===== src/rtl/seq_nr_divider_if.sv =====
// -----------------------------------------------------------------------------
// seq_nr_divider_if
//   Request/result bundle for the iterative non-restoring divider.
//
//   Handshake: a request is accepted on a rising clock edge where start=1 and
//   the divider is idle (busy=0); X and Y are captured on that same edge, and
//   later changes to them have no effect. start is ignored while busy=1.
//   Completion is signalled by a one-cycle done pulse, in the same cycle that
//   Q, R and div_by_zero take their new values. A new request may be
//   presented during the done cycle and is accepted on the next edge.
//
//   Signals:
//     start        requester -> divider   request a division
//     X [N-1:0]    requester -> divider   dividend
//     Y [M-1:0]    requester -> divider   divisor
//     busy         divider -> requester   division in progress
//     done         divider -> requester   one-cycle completion pulse
//     Q [N-1:0]    divider -> requester   quotient (held between completions)
//     R [M-1:0]    divider -> requester   remainder (held between completions)
//     div_by_zero  divider -> requester   last completed request had Y == 0
// -----------------------------------------------------------------------------
interface seq_nr_divider_if #(
    parameter int N = 8,
    parameter int M = 4
);
    logic         start;
    logic [N-1:0] X;
    logic [M-1:0] Y;
    logic         busy;
    logic         done;
    logic [N-1:0] Q;
    logic [M-1:0] R;
    logic         div_by_zero;

    modport master (
        output start, X, Y,
        input  busy, done, Q, R, div_by_zero
    );

    modport slave (
        input  start, X, Y,
        output busy, done, Q, R, div_by_zero
    );
endinterface


===== src/rtl/seq_nr_divider.sv =====
// -----------------------------------------------------------------------------
// seq_nr_divider
//   Iterative non-restoring unsigned divider: N-bit dividend X by M-bit
//   divisor Y, one quotient bit per clock through a single add/subtract
//   datapath, followed by one remainder-correction cycle. A zero divisor
//   completes on the accepting edge with div_by_zero=1, Q=all ones, R=0.
//
//   Ports:
//     clk        rising-edge clock
//     reset      asynchronous, active-high; aborts any division in flight
//     bus        seq_nr_divider_if slave (start/X/Y in, busy/done/Q/R/
//                div_by_zero out)
//     dbg_state  current FSM state (0=IDLE, 1=ITER, 2=CORRECT)
// -----------------------------------------------------------------------------
module seq_nr_divider #(
    parameter int N = 8,
    parameter int M = 4
) (
    input  logic                clk,
    input  logic                reset,
    seq_nr_divider_if.slave     bus,
    output logic [1:0]          dbg_state
);
    localparam int CW = $clog2(N + 1);

    typedef enum logic [1:0] {
        IDLE    = 2'd0,
        ITER    = 2'd1,
        CORRECT = 2'd2
    } state_t;

    state_t        state, state_n;
    logic [N-1:0]  a, a_n;        // dividend shifting out, quotient shifting in
    logic [M-1:0]  d, d_n;        // captured divisor
    logic [M:0]    p, p_n;        // partial remainder, two's complement
    logic [CW-1:0] cnt, cnt_n;    // quotient bits still to produce
    logic          busy_r, busy_n;
    logic          done_r, done_n;
    logic [N-1:0]  q_r, q_n;
    logic [M-1:0]  r_r, r_n;
    logic          dbz_r, dbz_n;

    logic [M:0]    d_ext;
    logic [M:0]    p_sh;
    logic [M:0]    p_step;
    logic [M:0]    p_fix;

    // The top bit lost by the shift is harmless: the true result of each step
    // lies in -D..D-1, which M+1 bits hold exactly, so modular arithmetic
    // lands on the right value.
    assign d_ext  = {1'b0, d};
    assign p_sh   = {p[M-1:0], a[N-1]};
    assign p_step = p[M] ? (p_sh + d_ext) : (p_sh - d_ext);
    // A negative final remainder is pulled back into 0..D-1.
    assign p_fix  = p[M] ? (p + d_ext) : p;

    always_comb begin
        state_n = state;
        a_n     = a;
        d_n     = d;
        p_n     = p;
        cnt_n   = cnt;
        busy_n  = busy_r;
        done_n  = 1'b0;
        q_n     = q_r;
        r_n     = r_r;
        dbz_n   = dbz_r;

        case (state)
            IDLE: begin
                if (bus.start) begin
                    a_n   = bus.X;
                    d_n   = bus.Y;
                    p_n   = '0;
                    cnt_n = CW'(N);
                    if (bus.Y == '0) begin
                        done_n = 1'b1;
                        dbz_n  = 1'b1;
                        q_n    = '1;
                        r_n    = '0;
                        busy_n = 1'b0;
                    end else begin
                        busy_n  = 1'b1;
                        state_n = ITER;
                    end
                end
            end
            ITER: begin
                p_n   = p_step;
                // Quotient bit is 1 when the new partial remainder is >= 0.
                a_n   = {a[N-2:0], ~p_step[M]};
                cnt_n = cnt - CW'(1);
                if (cnt == CW'(1)) begin
                    state_n = CORRECT;
                end
            end
            CORRECT: begin
                p_n     = p_fix;
                q_n     = a;
                r_n     = p_fix[M-1:0];
                dbz_n   = 1'b0;
                done_n  = 1'b1;
                busy_n  = 1'b0;
                state_n = IDLE;
            end
            default: begin
                state_n = IDLE;
            end
        endcase
    end

    always_ff @(posedge clk or posedge reset) begin
        if (reset) begin
            state  <= IDLE;
            a      <= '0;
            d      <= '0;
            p      <= '0;
            cnt    <= '0;
            busy_r <= 1'b0;
            done_r <= 1'b0;
            q_r    <= '0;
            r_r    <= '0;
            dbz_r  <= 1'b0;
        end else begin
            state  <= state_n;
            a      <= a_n;
            d      <= d_n;
            p      <= p_n;
            cnt    <= cnt_n;
            busy_r <= busy_n;
            done_r <= done_n;
            q_r    <= q_n;
            r_r    <= r_n;
            dbz_r  <= dbz_n;
        end
    end

    assign bus.busy        = busy_r;
    assign bus.done        = done_r;
    assign bus.Q           = q_r;
    assign bus.R           = r_r;
    assign bus.div_by_zero = dbz_r;
    assign dbg_state       = state;
endmodule


===== src/flat_wrapper.sv =====
// flat-port wrapper written by rule: the top's interface ports become plain ports
module seq_nr_divider_flat 
#(
    parameter int N = 8,
    parameter int M = 4
)
  (clk, reset, dbg_state, bus_start, bus_X, bus_Y, bus_busy, bus_done, bus_Q, bus_R, bus_div_by_zero);
  seq_nr_divider_if #(.N(N), .M(M)) bus_i ();
  input  logic clk;
  input  logic reset;
  output logic [1:0] dbg_state;
  input wire logic [$bits(bus_i.start)-1:0] bus_start;
  input wire logic [$bits(bus_i.X)-1:0] bus_X;
  input wire logic [$bits(bus_i.Y)-1:0] bus_Y;
  output wire logic [$bits(bus_i.busy)-1:0] bus_busy;
  output wire logic [$bits(bus_i.done)-1:0] bus_done;
  output wire logic [$bits(bus_i.Q)-1:0] bus_Q;
  output wire logic [$bits(bus_i.R)-1:0] bus_R;
  output wire logic [$bits(bus_i.div_by_zero)-1:0] bus_div_by_zero;
  assign bus_i.start = bus_start;
  assign bus_i.X = bus_X;
  assign bus_i.Y = bus_Y;
  assign bus_busy = bus_i.busy;
  assign bus_done = bus_i.done;
  assign bus_Q = bus_i.Q;
  assign bus_R = bus_i.R;
  assign bus_div_by_zero = bus_i.div_by_zero;
  seq_nr_divider #(.N(N), .M(M)) u_core (.clk(clk), .reset(reset), .bus(bus_i), .dbg_state(dbg_state));
endmodule

===== config.mk =====
export PLATFORM = sky130hd
export DESIGN_NAME = seq_nr_divider_flat
export DESIGN_NICKNAME = d
export VERILOG_FILES = /design/src/rtl/seq_nr_divider_if.sv /design/src/rtl/seq_nr_divider.sv /design/src/flat_wrapper.sv
export SDC_FILE = /design/constraint.sdc
export NUM_CORES = 1
export LEC_CHECK = 0
export ABC_CLOCK_PERIOD_IN_PS = 3680
export CELL_PAD_IN_SITES_DETAIL_PLACEMENT = 1
export CELL_PAD_IN_SITES_GLOBAL_PLACEMENT = 1
export CORE_ASPECT_RATIO = 0.5
export CORE_MARGIN = 5
export CORE_UTILIZATION = 45
export DETAILED_ROUTE_END_ITERATION = 12
export GPL_ROUTABILITY_DRIVEN = 0
export PLACE_DENSITY_LB_ADDON = 0.15
export SLEW_MARGIN = 20
export SYNTH_ARGS = -nofsm -noshare
export SYNTH_HDL_FRONTEND = slang
export SYNTH_SLANG_ARGS = --single-unit

===== constraint.sdc =====
create_clock -name clk -period 3.68 [get_ports clk]
set_input_delay 0.736 -clock clk [delete_from_list [all_inputs] [get_ports clk]]
set_output_delay 0.736 -clock clk [all_outputs]
set_load 0.02 [all_outputs]

==> results.py, run 1 <==
metrics = {
    "routing": {
        "wire_per_inst_um": 16.8,
        "vias_per_instance": 5.21,
        "postRouteAntennaNets": 0,
        "dr_total_vias": 1741,
        "detail_route.drc_violations": 0,
        "drtPass1Iterations": 4,
        "initialDrtViolationCount": 51,
        "postRouteWirelength_um": 5620,
    },
    "worst_setup_path": {
        "timing.critical_path.arrival_ps": 2620,
        "critical_path_peak_fanout": 5,
        "criticalPathCategory": "reg -> reg",
        "timing.rr.start": "u_core.d[1]",
        "critical_path_required_ps": 3920,
        "beginning_of_the_critical_path": "u_core.d[1]",
        "crit_path_end": "u_core.a[0]",
        "r2r.worst_path.cells": 10,
        "timing.critical_path.from_type": "register",
        "endpoint_kind": "register",
        "reg2reg_slack_ps": 1300,
        "r2r_end": "u_core.a[0]",
    },
    "clock_tree": {
        "cts_setup_buffers": 0,
        "post_cts_hold_buffer_count": 0,
        "ctsRootBufferMaster": "sky130_fd_sc_hd__clkbuf_8",
        "clk_transition_reported_paths_ps": 80,
        "tritoncts.num_buffers": 5,
        "ctsResizeCount": 0,
        "clock_latency_ps": 290,
        "clock-sinks": 38,
        "cts_tree": "yes",
        "htree_levels": 2,
        "cts_buffer_depth": 2,
    },
    "synth": {
        "yosysTopAreaCell": "sky130_fd_sc_hd__dfrtp_1",
        "number_of_instances_in_the_synthesized_netlist": 231,
        "synth_area_leaders": "sky130_fd_sc_hd__dfrtp_1 43%, sky130_fd_sc_hd__ha_1 8.5%, sky130_fd_sc_hd__nand2_1 4.9%",
        "synth_nets": 263,
        "synthFlopType": "sky130_fd_sc_hd__dfrtp_1",
        "area_share_of_the_largest_cell_type_after_synthesis": 0.432,
        "ys_warn_count": 0,
        "synth_top_cells_by_count": "38 x sky130_fd_sc_hd__dfrtp_1, 29 x sky130_fd_sc_hd__nand2_1, 24 x sky130_fd_sc_hd__inv_1",
        "seq_total_area_yosys": 0.432,
        "synth_most_common_cell": "sky130_fd_sc_hd__dfrtp_1",
        "synthDistinctLibCells": 41,
        "avgSynthCellArea_um2": 9.53,
        "yosys_register_bits": 38,
        "post_synth_instance_area_mm2": 0.00220,
        "asyncSetResetFlopFracSynth": 1.00,
        "synth_enable_flop_cells": 0,
    },
    "global_route": {
        "overflow": 0,
        "grt_pass1_wl_um": 9280,
        "grt_start_max_net_pins": 39,
        "track_usage": 0.192,
        "first_global_vias": 1843,
        "antenna_violations_before_repair": 0,
    },
    "floorplanning": {
        "dieWidth_um": 109,
        "dieHeight_um": 59.5,
        "initial_core_util": 0.457,
        "floorplan.io_pins": 32,
        "rows": 18,
        "total_die_area_mm2": 0.00647,
        "coreArea_mm2": 0.00482,
    },
    "sta": {
        "fin_ws_ps": 1300,
        "setup_viol": 0,
        "clock-skew-final_ps": 5.16,
        "drv_slew": 0,
        "max_freq_mhz": 420,
        "report.final.hold_viol_count": 0,
        "setup_total_negative_slack_ps": 0,
        "final.min_clock_period_ps": 2380,
        "relSlewSlack": 0.353,
        "actual_transition_at_the_worst_max_transition_pin_ps": 970,
        "final.period_utilization": 0.646,
        "grt_setup_unrepaired": "false",
    },
    "final_layout": {
        "layout.core_utilization": 0.560,
        "proportion_of_layout_cells_with_a_drive_suffix_above_1": 0.0833,
        "final_nets": 295,
        "multi_input_comb_area_mm2": 0.00110,
        "layout.area.seq_um2": 951,
        "antenna-diode-count": 0,
        "fillerInstances": 581,
        "stdcell_count": 334,
        "synthToLayoutAreaGrowth_pct": 22.7,
    },
    "run": {
        "max_cap_viol_count": 0,
    },
    "place": {
        "hpwlAfterDp_um": 4020,
        "numPlacedInstances": 326,
        "io_buffers": 31,
        "place_ws_ps": 1100,
    },
    "hold_path": {
        "worst_hold_path_class": "reg -> reg",
    },
    "power_and_ir_drop": {
        "p_leak_nw": 1.22,
        "ir_worst_vdd_mv": 0.351,
        "totalPowerFinal_mw": 2.59,
        "power-per-cell-area_mw_per_mm2": 959,
    },
    "run_status": {
        "run_status": "completed",
    },
}
==> worst max-delay path, cell delays in order, from the launching register on <==
cell and delay (ps):
sky130_fd_sc_hd__dfrtp_1 430, sky130_fd_sc_hd__inv_1 100, sky130_fd_sc_hd__ha_1 210, sky130_fd_sc_hd__nor2_1 130, sky130_fd_sc_hd__xor2_1 180, sky130_fd_sc_hd__ha_1 290, sky130_fd_sc_hd__nor2b_1 150, sky130_fd_sc_hd__o21ai_0 310
sky130_fd_sc_hd__nor3b_1 280, sky130_fd_sc_hd__mux2i_1 160, sky130_fd_sc_hd__nand2_1 90
==> final cells by class <==
type,instances,area share
Multi-Input combinational cell,161,0.409
Sequential cell,38,0.352
Clock buffer,6,0.0306
Inverter,24,0.0334
Tap cell,70,0.0324
Timing Repair Buffer,33,0.120
Clock inverter,2,0.0222
==> routing by layer <==
| layer | routed length, um | GRT usage |
|---|---|---|
| met3 | 137 | 0.0522 |
| met1 | 2710 | 0.241 |
| met2 | 2740 | 0.332 |
| met5 | 0 | 0 |
| met4 | 38 | 0.0450 |
==> through the flow <==
| stage | hold WS [ps] | cell area (um2) |
|---|---|---|
| 2_1_floorplan | 471 | 2200 |
| 3_3_place_gp | 453 | 2550 |
| 3_5_place_dp | 478 | 2550 |
| 4_1_cts | 495 | 2700 |
| 5_1_grt | 527 | 2700 |
| 6_report | 483 | 2700 |
==> registers in the layout (all words and copies together), names as in the netlist <==
register,flops
u_core.bus.busy,1
u_core.bus.R,4
u_core.p,5
u_core.d,4
u_core.dbg_state,2
u_core.cnt,4
u_core.bus.div_by_zero,1
u_core.bus.done,1
u_core.a,8
u_core.bus.Q,8
==> cells in the final DEF, fill, tap and decap left out, types with 3 or more instances in the layout <==
cell type | synthesis | layout
sky130_fd_sc_hd__o21ai_0 | 20 | 20
sky130_fd_sc_hd__nand3_1 | 3 | 3
sky130_fd_sc_hd__mux2i_1 | 10 | 10
sky130_fd_sc_hd__a21oi_1 | 11 | 11
sky130_fd_sc_hd__a31oi_1 | 8 | 8
sky130_fd_sc_hd__a21o_1 | 3 | 3
sky130_fd_sc_hd__clkdlybuf4s50_1 | 0 | 31
sky130_fd_sc_hd__inv_1 | 24 | 24
sky130_fd_sc_hd__clkbuf_8 | 0 | 6
sky130_fd_sc_hd__dfrtp_1 | 38 | 38
sky130_fd_sc_hd__xor2_1 | 3 | 3
sky130_fd_sc_hd__nor2_1 | 17 | 17
sky130_fd_sc_hd__mux2_2 | 6 | 6
sky130_fd_sc_hd__nor2b_1 | 5 | 5
sky130_fd_sc_hd__xnor2_1 | 4 | 4
sky130_fd_sc_hd__nand2_1 | 29 | 29
sky130_fd_sc_hd__ha_1 | 15 | 15
==> logic make-up after synthesis <==
| group | after synthesis | share of synthesized area |
|---|---|---|
| and+or+nand+nor | 66 | 0.141 |
| AOI/OAI and AO/OA | 55 | 0.151 |
| DFF | 38 | 0.432 |
| buffers and inverters | 32 | 0.0682 |
| adders and majority gates | 17 | 0.103 |
| muxes | 16 | 0.0762 |
| xor gates and xnor gates | 7 | 0.0279 |
==> worst min path at each step <==
stage / from / to / slack, ps / cells past startpoint
detailed placement: u_core.bus.R[0] / u_core.bus.R[0] / 480 / 2
CTS: u_core.bus.R[0] / u_core.bus.R[0] / 500 / 2
floorplan: u_core.a[1] / u_core.a[1] / 470 / 2
global placement: u_core.bus.R[0] / u_core.bus.R[0] / 450 / 2
finish: u_core.bus.R[0] / u_core.bus.R[0] / 480 / 2
global route: u_core.bus.R[2] / u_core.bus.R[2] / 530 / 2
==> report_power, final <==
part	leakage (nW)	total [mW]	switching, mW	internal, mW
clock network	0.0714	0.448	0.158	0.289
registers	0.459	0.768	0.175	0.593
logic	0.685	1.37	0.785	0.588
No activity file was read; power rests on OpenSTA's default activity.
==> inputs of run 2 (changes only) <==
--- a/config.mk
+++ b/config.mk
@@ -5,12 +5,12 @@
 export SDC_FILE = /design/constraint.sdc
 export NUM_CORES = 1
 export LEC_CHECK = 0
-export ABC_CLOCK_PERIOD_IN_PS = 3680
+export ABC_CLOCK_PERIOD_IN_PS = 2300
 export CELL_PAD_IN_SITES_DETAIL_PLACEMENT = 1
 export CELL_PAD_IN_SITES_GLOBAL_PLACEMENT = 1
 export CORE_ASPECT_RATIO = 0.5
 export CORE_MARGIN = 5
-export CORE_UTILIZATION = 45
+export CORE_UTILIZATION = 42
 export DETAILED_ROUTE_END_ITERATION = 12
 export GPL_ROUTABILITY_DRIVEN = 0
 export PLACE_DENSITY_LB_ADDON = 0.15
==> constraint.sdc (replaced) <==
create_clock -name clk -period 2.3 [get_ports clk]
set_input_delay 0.46 -clock clk [delete_from_list [all_inputs] [get_ports clk]]
set_output_delay 0.46 -clock clk [all_outputs]
set_load 0.02 [all_outputs]
==> results.py, run 2 (same netlist as run 1, synthesis figures left out) <==
metrics = {
    "routing": {
        "postRouteWirelength_um": 5390,
        "detail_route.drc_violations": 0,
        "dr_total_vias": 1744,
        "postRouteAntennaNets": 0,
        "vias_per_instance": 5.11,
        "drtPass1Iterations": 4,
        "wire_per_inst_um": 15.8,
        "initialDrtViolationCount": 59,
    },
    "final_layout": {
        "proportion_of_layout_cells_with_a_drive_suffix_above_1": 0.118,
        "most_common_cell_after_layout_fill_and_taps_aside": "sky130_fd_sc_hd__dfrtp_1",
        "synthToLayoutAreaGrowth_pct": 24.4,
        "layout.cells.most_common_list": "38 x sky130_fd_sc_hd__dfrtp_1, 31 x sky130_fd_sc_hd__clkdlybuf4s50_1, 29 x sky130_fd_sc_hd__nand2_1",
        "fillerInstances": 583,
        "antenna-diode-count": 0,
        "final_nets": 303,
    },
    "worst_setup_path": {
        "critical_path_peak_fanout": 3,
        "timing.critical_path.from_type": "register",
        "endpoint_kind": "register",
        "critical_path_required_ps": 2520,
        "timing.critical_path.arrival_ps": 2380,
        "criticalPathCategory": "reg -> reg",
    },
    "global_route": {
        "track_usage": 0.172,
        "antenna_violations_before_repair": 0,
        "first_global_vias": 1900,
        "overflow": 0,
        "grt_start_max_net_pins": 39,
        "grt_pass1_wl_um": 9310,
    },
    "floorplanning": {
        "dieWidth_um": 112,
        "total_die_area_mm2": 0.00688,
        "rows": 18,
        "dieHeight_um": 61.2,
        "floorplan.io_pins": 32,
        "initial_core_util": 0.440,
        "coreArea_mm2": 0.00500,
    },
    "sta": {
        "drv_slew": 0,
        "final.period_utilization": 0.937,
        "clock-skew-final_ps": 4.11,
        "max_freq_mhz": 464,
        "grt_setup_unrepaired": "false",
        "actual_transition_at_the_worst_max_transition_pin_ps": 562,
        "final.min_clock_period_ps": 2160,
        "report.final.hold_viol_count": 0,
        "setup_total_negative_slack_ps": 0,
        "worst_hold_slack_ps": 492,
        "setup_viol": 0,
        "relSlewSlack": 0.625,
    },
    "clock_tree": {
        "ctsRootBufferMaster": "sky130_fd_sc_hd__clkbuf_8",
        "cts_setup_buffers": 0,
        "clock_latency_ps": 280,
        "tritoncts.num_buffers": 5,
        "cts_buffer_depth": 2,
        "clk_transition_reported_paths_ps": 70,
        "clock-sinks": 38,
        "cts_tree": "yes",
        "htree_levels": 2,
    },
    "hold_path": {
        "worst_hold_path_class": "reg -> reg",
    },
    "place": {
        "io_buffers": 31,
        "hpwlAfterDp_um": 4020,
    },
    "power_and_ir_drop": {
        "p_leak_nw": 1.24,
        "totalPowerFinal_mw": 4.12,
        "power-per-cell-area_mw_per_mm2": 1510,
        "ir_worst_vdd_mv": 0.473,
    },
    "run": {
        "max_cap_viol_count": 0,
    },
    "run_status": {
        "run_status": "completed",
    },
}
-- run 2: worst paths after layout --
kind	start	to	slack, ps	cells past startpoint
worst max-delay path	u_core.d[1]	u_core.a[0]	140	10
worst min-delay path	u_core.bus.R[3]	u_core.bus.R[3]	490	2
worst max register to register	u_core.d[1]	u_core.a[0]	140	10
worst min register to register	u_core.bus.R[3]	u_core.bus.R[3]	490	2
max in group asynchronous	reset	u_core.bus.Q[7]	1350	3
min in group asynchronous	reset	u_core.d[0]	600	3
-- run 2: critical path, cell delays in order (launching register included) --
cell                      delay (ps)
sky130_fd_sc_hd__dfrtp_1         370
sky130_fd_sc_hd__inv_2            50
sky130_fd_sc_hd__ha_1            200
sky130_fd_sc_hd__nor2_1          120
sky130_fd_sc_hd__xor2_1          200
sky130_fd_sc_hd__ha_1            310
sky130_fd_sc_hd__nor2b_1         170
sky130_fd_sc_hd__o21ai_1         220
sky130_fd_sc_hd__nor3b_1         240
sky130_fd_sc_hd__mux2i_1         140
sky130_fd_sc_hd__nand2_1          80
-- run 2: area by class of cell --
| type | instances | area, um2 | share of cell area |
|---|---|---|---|
| Clock buffer | 6 | 82.6 | 0.0302 |
| Clock inverter | 1 | 30.0 | 0.0110 |
| Inverter | 24 | 90.1 | 0.0329 |
| Multi-Input combinational cell | 161 | 1110 | 0.406 |
| Sequential cell | 38 | 951 | 0.347 |
| Tap cell | 70 | 87.6 | 0.0320 |
| Timing Repair Buffer | 41 | 385 | 0.141 |
-- run 2: what timing repair did --
item,in CTS,in global routing
endpoints found under the setup margin,0,3
resized for setup,0,6
hold buffers,0,0
-- run 2: layer usage --
layer	global-route usage	part of all wire
met5	0	0
met1	0.216	0.47
met2	0.319	0.49
met4	0.0240	0.0015
met3	0.0422	0.035
-- run 2: through the flow --
step / cells / utilization / instance area (um2) / setup WS, ps
6_report: 341 / 0.548 / 2740 / 144
5_1_grt: 341 / 0.548 / 2740 / 13.1
4_1_cts: 341 / 0.545 / 2730 / 20.1
3_5_place_dp: 334 / 0.523 / 2610 / 17.4
3_3_place_gp: 334 / 0.523 / 2610 / 99.7
2_1_floorplan: 231 / - / 2200 / 241
-- run 2: power by group --
part / leakage, nW / total [mW] / internal, mW / switching [mW]
sequential: 0.459 / 1.19 / 0.950 / 0.238
combinational: 0.724 / 2.36 / 1.04 / 1.32
clock: 0.0573 / 0.575 / 0.347 / 0.228
==> inputs of run 3 (changes only) <==
--- a/config.mk
+++ b/config.mk
@@ -9,7 +9,7 @@
 export CELL_PAD_IN_SITES_DETAIL_PLACEMENT = 1
 export CELL_PAD_IN_SITES_GLOBAL_PLACEMENT = 1
 export CORE_ASPECT_RATIO = 0.5
-export CORE_MARGIN = 5
+export CORE_MARGIN = 2
 export CORE_UTILIZATION = 42
 export DETAILED_ROUTE_END_ITERATION = 12
 export GPL_ROUTABILITY_DRIVEN = 0
==> results.py, run 3 (same netlist as run 1, synthesis figures left out) <==
metrics = {
    "run_status": {
        "run_status": "completed",
    },
    "global_route": {
        "overflow": 0,
        "grt_pass1_wl_um": 8850,
        "grt_start_max_net_pins": 39,
        "antenna_violations_before_repair": 0,
        "first_global_vias": 1798,
        "track_usage": 0.206,
    },
    "floorplanning": {
        "coreArea_mm2": 0.00498,
        "floorplan.io_pins": 32,
        "dieWidth_um": 106,
        "rows": 18,
        "initial_core_util": 0.442,
        "total_die_area_mm2": 0.00587,
        "dieHeight_um": 55.2,
    },
    "sta": {
        "report.final.hold_viol_count": 0,
        "clock-skew-final_ps": 9.00,
        "actual_transition_at_the_worst_max_transition_pin_ps": 545,
        "max_freq_mhz": 462,
        "setup_total_negative_slack_ps": 0,
        "grt_setup_unrepaired": "false",
        "final.period_utilization": 0.941,
        "relSlewSlack": 0.634,
        "setup_viol": 0,
        "final.min_clock_period_ps": 2160,
        "drv_slew": 0,
    },
    "clock_tree": {
        "cts_setup_buffers": 0,
        "cts_tree": "yes",
        "htree_levels": 2,
        "clock-sinks": 38,
        "tritoncts.num_buffers": 5,
        "post_cts_hold_buffer_count": 0,
        "cts_buffer_depth": 2,
        "ctsRootBufferMaster": "sky130_fd_sc_hd__clkbuf_8",
        "clk_transition_reported_paths_ps": 80,
        "clock_latency_ps": 300,
    },
    "routing": {
        "drtPass1Iterations": 6,
        "dr_total_vias": 1768,
        "vias_per_instance": 5.17,
        "wire_per_inst_um": 15.7,
        "postRouteAntennaNets": 0,
        "detail_route.drc_violations": 0,
        "initialDrtViolationCount": 43,
        "postRouteWirelength_um": 5370,
    },
    "final_layout": {
        "final_nets": 303,
        "layout.cell_area.non_filler_mm2": 0.00277,
        "layout.area.seq_um2": 951,
        "synthToLayoutAreaGrowth_pct": 25.8,
        "layout.cells.most_common_list": "38 x sky130_fd_sc_hd__dfrtp_1, 31 x sky130_fd_sc_hd__clkdlybuf4s50_1, 29 x sky130_fd_sc_hd__nand2_1",
        "most_common_cell_after_layout_fill_and_taps_aside": "sky130_fd_sc_hd__dfrtp_1",
        "antenna-diode-count": 0,
        "proportion_of_layout_cells_with_a_drive_suffix_above_1": 0.125,
        "fillerInstances": 572,
        "multi_input_comb_area_mm2": 0.00112,
    },
    "worst_setup_path": {
        "criticalPathCategory": "reg -> reg",
        "reg2reg_slack_ps": 140,
        "timing.rr.start": "u_core.d[1]",
        "crit_path_end": "u_core.p[3]",
        "critical_path_peak_fanout": 2,
        "endpoint_kind": "register",
        "critical_path_required_ps": 2470,
        "r2r_end": "u_core.p[3]",
        "timing.critical_path.from_type": "register",
        "beginning_of_the_critical_path": "u_core.d[1]",
        "r2r.worst_path.cells": 9,
        "timing.critical_path.arrival_ps": 2340,
    },
    "power_and_ir_drop": {
        "totalPowerFinal_mw": 4.25,
        "p_leak_nw": 1.25,
        "power-per-cell-area_mw_per_mm2": 1530,
        "ir_worst_vdd_mv": 0.530,
    },
    "place": {
        "placedInstanceArea_mm2": 0.00261,
        "io_buffers": 31,
        "hpwlAfterDp_um": 4040,
    },
    "hold_path": {
        "worst_hold_path_class": "reg -> reg",
    },
    "run": {
        "max_cap_viol_count": 0,
    },
}
[run 3: routing by layer]
layer | wire (um) | vias up | global-route usage | share of wire
met5 | 0 | - | 0 | 0
met4 | 69 | 0 | 0.0658 | 0.013
met3 | 145 | 9 | 0.0433 | 0.027
met2 | 2570 | 24 | 0.364 | 0.48
met1 | 2590 | 871 | 0.262 | 0.48
li1 | - | 864 | - | -
[run 3: worst min-delay path by stage]
stage                     from              end  slack [ps]  cells past startpoint
4_1_cts        u_core.bus.R[3]  u_core.bus.R[3]         480                      2
6_report       u_core.bus.R[3]  u_core.bus.R[3]         470                      2
2_1_floorplan      u_core.a[1]      u_core.a[1]         470                      2
3_3_place_gp   u_core.bus.R[3]  u_core.bus.R[3]         450                      2
5_1_grt        u_core.bus.R[3]  u_core.bus.R[3]         520                      2
3_5_place_dp   u_core.bus.R[3]  u_core.bus.R[3]         460                      2
[run 3: critical path, cell delays in order (launching register included)]
cell,delay (ps)
sky130_fd_sc_hd__dfrtp_1,390
sky130_fd_sc_hd__inv_2,80
sky130_fd_sc_hd__ha_1,220
sky130_fd_sc_hd__mux2_2,280
sky130_fd_sc_hd__ha_1,270
sky130_fd_sc_hd__a21o_1,190
sky130_fd_sc_hd__a21oi_2,180
sky130_fd_sc_hd__xnor2_1,110
sky130_fd_sc_hd__a221oi_2,220
sky130_fd_sc_hd__o21ai_0,100
[run 3: cell type report]
| type | instances | share of cell area |
|---|---|---|
| tap | 70 | 0.0316 |
| multi-input combinational | 161 | 0.403 |
| clock inverter | 3 | 0.0249 |
| clock buffer | 5 | 0.0249 |
| inverter | 24 | 0.0325 |
| sequential | 38 | 0.344 |
| timing repair buffer | 41 | 0.139 |
[run 3: power breakdown]
group	switching [mW]	total, mW	internal (mW)
clock	0.260	0.694	0.435
sequential	0.251	1.20	0.949
combinational	1.31	2.35	1.05
total	1.82	4.25	2.43
[run 3: timing repair]
| action | CTS | global route |
|---|---|---|
| pin swaps | 0 | 1 |
| cloned | 0 | 0 |
| endpoints found under the setup margin | 1 | 3 |
| hold endpoints to repair | 0 | 0 |
| resized for setup | 1 | 5 |
[run 3: through the flow]
stage	utilization	instances	setup slack [ps]	hold slack, ps
floorplan	-	231	241	471
global placement	0.525	334	132	452
detailed placement	0.525	334	46.3	458
CTS	0.554	342	30.8	477
global route	0.556	342	24.2	522
finish	0.556	342	136	472
